`src/rtl/adder_arbiter.sv`:
```
// adder_arbiter: round-robin arbiter that shares one external 8-bit
// combinational adder between NUM_REQ requesters and returns the registered
// sum plus requester ID on a single backpressured response channel.
// Optional build macro ADDER_ARB_STATS_EN adds a 16-bit handshake counter
// output (op_count).
module adder_arbiter #(
    parameter int unsigned NUM_REQ = 4,
    parameter int unsigned ID_W    = 2
) (
    input  logic                 wb_clk_i,
    input  logic                 wb_rst_i,
    input  logic [NUM_REQ-1:0]   req_valid,
    input  logic [NUM_REQ*8-1:0] req_a,
    input  logic [NUM_REQ*8-1:0] req_b,
    output logic [NUM_REQ-1:0]   req_ready,
    output logic [7:0]           add_a,
    output logic [7:0]           add_b,
    input  logic [7:0]           add_sum,
    output logic                 rsp_valid,
    input  logic                 rsp_ready,
    output logic [ID_W-1:0]      rsp_id,
    output logic [7:0]           rsp_sum,
`ifdef ADDER_ARB_STATS_EN
    output logic [15:0]          op_count,
`endif
    output logic                 busy
);

    typedef enum logic [1:0] {
        ST_IDLE = 2'd0,
        ST_EXEC = 2'd1,
        ST_WAIT = 2'd2
    } state_e;

    // NUM_REQ expressed one bit wider than an ID so wrap arithmetic never overflows
    localparam logic [ID_W:0] NREQ_W = (ID_W+1)'(NUM_REQ);

    state_e          state_q, state_d;
    logic [ID_W-1:0] rr_ptr_q, rr_ptr_d;
    logic [ID_W-1:0] gid_q, gid_d;
    logic [7:0]      op_a_q, op_a_d;
    logic [7:0]      op_b_q, op_b_d;
    logic            rsp_valid_q, rsp_valid_d;
    logic [ID_W-1:0] rsp_id_q, rsp_id_d;
    logic [7:0]      rsp_sum_q, rsp_sum_d;

    logic            any_valid;
    logic [ID_W-1:0] gnt_idx;
    logic [ID_W-1:0] rr_next;
    logic            slot_free;
    logic            handshake;

    assign slot_free = !rsp_valid_q || rsp_ready;
    assign handshake = rsp_valid_q && rsp_ready;

    // Round-robin search: first valid requester at or above rr_ptr, with wrap
    always_comb begin
        logic [ID_W:0] cand;
        any_valid = 1'b0;
        gnt_idx   = '0;
        cand      = '0;
        for (int unsigned k = 0; k < NUM_REQ; k++) begin
            cand = {1'b0, rr_ptr_q} + (ID_W+1)'(k);
            if (cand >= NREQ_W) begin
                cand = cand - NREQ_W;
            end
            if (!any_valid && req_valid[cand[ID_W-1:0]]) begin
                any_valid = 1'b1;
                gnt_idx   = cand[ID_W-1:0];
            end
        end
    end

    // Pointer value following the granted requester, wrapping at NUM_REQ
    always_comb begin
        logic [ID_W:0] nxt;
        nxt = {1'b0, gnt_idx} + (ID_W+1)'(1);
        if (nxt >= NREQ_W) begin
            nxt = '0;
        end
        rr_next = nxt[ID_W-1:0];
    end

    // FSM state register
    always_ff @(posedge wb_clk_i or posedge wb_rst_i) begin
        if (wb_rst_i) begin
            state_q <= ST_IDLE;
        end else begin
            state_q <= state_d;
        end
    end

    // FSM next-state: grant from IDLE, then retire once the response slot frees
    always_comb begin
        state_d = state_q;
        case (state_q)
            ST_IDLE: if (any_valid) state_d = ST_EXEC;
            ST_EXEC: state_d = slot_free ? ST_IDLE : ST_WAIT;
            ST_WAIT: if (slot_free) state_d = ST_IDLE;
            default: state_d = ST_IDLE;
        endcase
    end

    // FSM outputs: one-hot accept in IDLE only, adder operands while busy
    always_comb begin
        req_ready = '0;
        add_a     = '0;
        add_b     = '0;
        case (state_q)
            ST_IDLE: begin
                if (any_valid && !wb_rst_i) begin
                    req_ready[gnt_idx] = 1'b1;
                end
            end
            ST_EXEC, ST_WAIT: begin
                add_a = op_a_q;
                add_b = op_b_q;
            end
            default: ;
        endcase
    end

    // Datapath next values: operand capture on grant, response load/clear
    always_comb begin
        rr_ptr_d    = rr_ptr_q;
        gid_d       = gid_q;
        op_a_d      = op_a_q;
        op_b_d      = op_b_q;
        rsp_id_d    = rsp_id_q;
        rsp_sum_d   = rsp_sum_q;
        // a handshake empties the slot unless a new result lands below
        rsp_valid_d = rsp_valid_q && !rsp_ready;
        if (state_q == ST_IDLE && any_valid) begin
            op_a_d   = req_a[{gnt_idx, 3'b000} +: 8];
            op_b_d   = req_b[{gnt_idx, 3'b000} +: 8];
            gid_d    = gnt_idx;
            rr_ptr_d = rr_next;
        end
        if (state_q != ST_IDLE && slot_free) begin
            rsp_valid_d = 1'b1;
            rsp_id_d    = gid_q;
            rsp_sum_d   = add_sum;
        end
    end

    // Datapath registers
    always_ff @(posedge wb_clk_i or posedge wb_rst_i) begin
        if (wb_rst_i) begin
            rr_ptr_q    <= '0;
            gid_q       <= '0;
            op_a_q      <= '0;
            op_b_q      <= '0;
            rsp_valid_q <= 1'b0;
            rsp_id_q    <= '0;
            rsp_sum_q   <= '0;
        end else begin
            rr_ptr_q    <= rr_ptr_d;
            gid_q       <= gid_d;
            op_a_q      <= op_a_d;
            op_b_q      <= op_b_d;
            rsp_valid_q <= rsp_valid_d;
            rsp_id_q    <= rsp_id_d;
            rsp_sum_q   <= rsp_sum_d;
        end
    end

    assign rsp_valid = rsp_valid_q;
    assign rsp_id    = rsp_id_q;
    assign rsp_sum   = rsp_sum_q;
    assign busy      = (state_q != ST_IDLE);

`ifdef ADDER_ARB_STATS_EN
    logic [15:0] op_count_q;

    // Completed-handshake counter, wraps naturally at 16 bits
    always_ff @(posedge wb_clk_i or posedge wb_rst_i) begin
        if (wb_rst_i) begin
            op_count_q <= '0;
        end else if (handshake) begin
            op_count_q <= op_count_q + 16'd1;
        end
    end

    assign op_count = op_count_q;
`else
    logic unused_handshake;
    assign unused_handshake = handshake;
`endif

endmodule

```
`config.mk`:
```
export PLATFORM = sky130hd
export DESIGN_NAME = adder_arbiter
export DESIGN_NICKNAME = d
export VERILOG_FILES = /design/src/rtl/adder_arbiter.sv
export SDC_FILE = /design/constraint.sdc
export NUM_CORES = 1
export LEC_CHECK = 0
export ABC_AREA = 1
export CAP_MARGIN = 10
export CORE_MARGIN = 1
export CORE_UTILIZATION = 42
export DETAILED_ROUTE_END_ITERATION = 7
export GPL_TIMING_DRIVEN = 0
export PLACE_DENSITY_LB_ADDON = 0.05
export RECOVER_POWER = 100
export SLEW_MARGIN = 25
export SYNTH_ARGS = -nofsm -noshare
export SYNTH_HDL_FRONTEND = slang
export SYNTH_SLANG_ARGS = --single-unit
```
`constraint.sdc`:
```
create_clock -name wb_clk_i -period 2.7 [get_ports wb_clk_i]
set_clock_uncertainty 0.05 [all_clocks]
set_input_delay 0.54 -clock wb_clk_i [delete_from_list [all_inputs] [get_ports wb_clk_i]]
set_output_delay 0.54 -clock wb_clk_i [all_outputs]
set_load 0.005 [all_outputs]
```
==> reports/metrics.csv <==
metric,value,unit
synthesized net count,433,
"Hold Vio Cnt, Final",0,
Worst Tran Pin Value,0.5122,ns
I/O Buffers,110,
Skew-Pair Late Insertion Delay,0.28,ns
RSZ-0062 raised after global routing,yes,
hold crit path type,reg2reg,
slew margin rel.,65.85,%
Mapped Avg Cell Area,7.003,um2
number of synthesis warnings,0,
Mapped Cells,350,
initial antenna violation count,0,
Crit Path Max Fanout,6,
# clock sinks,33,
"Reg clk slew, reported paths",0.07,ns
Setup-failing EPs final,0,
Final Critical Period,2.630,ns
library cells used by synthesis,24,
PwrDens,1420,nW/um2
total CTS buffers,5,
share of cells above drive strength 1,21.56,%
area occupied by multi-input gates,1415,um2
Place WS,-0.7502,ns
num rows,27,
hold_buf cts,0,
Peak Freq,380.2,MHz
drt initial violations,89,
final worst slack,0.06960,ns
n_diodes,0,
IO Pins,111,
pin count of the biggest net entering global routing,35,
clock tree from TritonCTS,yes,
CP Data Required Time,2.11,ns
htree depth,2,
dominant cells by area after synthesis,"dfrtp_1 (34%), nand2_1 (18%), nand3_1 (15%)",
Synth top area share,33.69,%
total negative slack,0,ns
Setup crit start,rr_ptr_q[1],
DRC viols,0,
total power,5.741,mW
Peak VDD IR,0.7887,mV
dpl cell area,3642,um2
"Cell Area, Synth",2451,um2
post-synthesis sequential area ratio,33.69,%
Critical Path Source Type,register,
leading area contributor after synthesis,dfrtp_1,
Worst Setup EP,req_ready[3],
drt first pass iters,4,
register area,828.3,um2
via count,2801,
Leakage,2.030,nW
Slew Limit Fails,0,
core area,5574,um2
area grow syn2layout,64.93,%
reg2reg start,rr_ptr_q[0],
Initial Util,43.97,%
WS Path Type,reg2out,
"Net count, final",569,
CP arrival,2.04,ns
maxcap violations,0,
first-pass GRT wire length,11990,um
Routed Antenna Nets,0,
clock buffer depth,2,
Die Wd,78.40,um
Avg Vias per Cell,5.011,
Final period util,97.42,%
GRT Resource Usage Total,25.07,%
HPWL Detailed,5335,um
CP endpoint kind,output port,
fin area,4043,um2
r2r setup slk,0.09,ns
reg-to-reg endpoint,state_q[0],
total global routing overflow,0,
status,"complete, no violations",
worst r2r path cells,18,
Die ar.,6146,um2
root buffer cell,clkbuf_8,
vias in the first global route,2647,
Synth Register Bits,33,
final hold slack,0.4446,ns
# fillers,463,
Die Span Y,78.40,um
Total Routed Length,7564,um
GP Congestion,0.8854,
WL per Instance,13.53,um
[worst min path at each step]
stage	start	end	slack [ns]	cells past startpoint
after global routing	op_a_q[3]	op_a_q[3]	0.47	2
after global placement	rsp_id[1]	rsp_id[1]	0.42	2
after CTS	gid_q[0]	gid_q[0]	0.45	1
after detailed placement	rsp_id[1]	rsp_id[1]	0.43	2
final	gid_q[0]	gid_q[0]	0.44	1
after floorplan	gid_q[0]	gid_q[0]	0.41	1
[logic make-up (layout without fill, tap and decap cells)]
family / count (synthesis) / in the layout / synth area share [%]
and+or+nand+nor: 227 / 227 / 44.77
buffers and inverters: 67 / 204 / 13.12
DFF: 33 / 33 / 33.69
AOI/OAI and AO/OA: 10 / 10 / 2.246
muxes: 9 / 9 / 4.135
adders and majority gates: 4 / 4 / 2.042
[what timing repair did]
| item | CTS | global route |
|---|---|---|
| resized for setup | 45 | 26 |
| buffers inserted | 15 | 6 |
| gates cloned | 0 | 1 |
| setup endpoints to repair | 14 | 16 |
| pin swaps | 12 | 13 |
[worst max-delay path, cell delays in order (launching register included)]
cell,delay (ns)
dfrtp_2,0.45
inv_2,0.13
buf_4,0.12
nand3_2,0.11
nand2_4,0.11
nor2_1,0.06
nor2_2,0.15
nand2_4,0.09
nand2_8,0.10
inv_4,0.04
ha_1,0.19
inv_1,0.05
nor2_1,0.03
buf_2,0.12
[power breakdown]
part	total, mW	leakage, nW	switching (mW)	internal (mW)
Combinational	4.26	1.56	2.33	1.93
Clock	0.567	0.0681	0.200	0.367
Sequential	0.913	0.397	0.146	0.767
Total	5.74	2.03	2.67	3.07
[synthesized netlist by cell type]
master	n
o21bai_1	1
inv_1	46
o21a_1	1
o21ai_1	3
inv_2	3
nor3_1	1
nand2_2	6
o21ai_0	4
nor3_2	2
nand3b_1	17
clkbuf_1	3
nand3_1	72
buf_6	7
nand2_4	2
nor2_8	2
buf_4	3
nand2_1	120
nor2_1	3
nor2_4	2
a21oi_1	1
buf_2	5
ha_1	4
mux2_2	9
dfrtp_1	33
[layout make-up]
class	instances	area share, %
multi-input combinational	250	35.00
timing repair buffer	131	30.61
clock inverter	3	1.609
tap	72	2.228
clock buffer	5	1.702
inverter	49	4.983
buffer	16	3.374
sequential	33	20.49
[per-stage QoR]
step                utilization [%]  instances
global route                  72.53        559
floorplan                         -        350
global placement              65.34        532
detailed placement            65.34        532
finish                        72.53        559
CTS                           70.71        553
[layer usage]
layer  track usage [%]  vias up  part of all wire (%)
met5                 0        -                     0
met4             7.778        0                   2.0
met3             5.349       15                   6.1
met2             46.14       98                    52
met1             28.74     1309                    40
li1                  -     1379                     -
[cells in the final DEF, fill, tap and decap left out, types with 2 or more instances in the layout]
cell / synthesis / routed
clkbuf_2: 0 / 2
o21ai_0: 4 / 2
nand2_1: 120 / 105
inv_2: 3 / 4
nand2_4: 2 / 6
dfrtp_2: 0 / 2
nor2_4: 2 / 2
inv_1: 46 / 40
clkbuf_8: 0 / 5
dlygate4sd2_1: 0 / 4
nand3_2: 0 / 3
clkdlybuf4s50_1: 0 / 101
buf_6: 7 / 9
buf_2: 5 / 6
ha_1: 4 / 3
dfrtp_1: 33 / 31
o21ai_1: 3 / 3
mux2_2: 9 / 9
bufinv_16: 0 / 2
nor3_2: 2 / 3
nand2_2: 6 / 16
inv_4: 0 / 3
buf_4: 3 / 23
nor2_8: 2 / 2
nor2_1: 3 / 2
nand3b_1: 17 / 17
nand3_1: 72 / 69
[flip-flops by register name, indices dropped and copies added, names as in the netlist]
name and cells:
gid_q 2, state_q 2, op_b_q 8, rr_ptr_q 2
rsp_id 2, rsp_valid 1, rsp_sum 8, op_a_q 8
No activity file was read; power rests on OpenSTA's default activity.
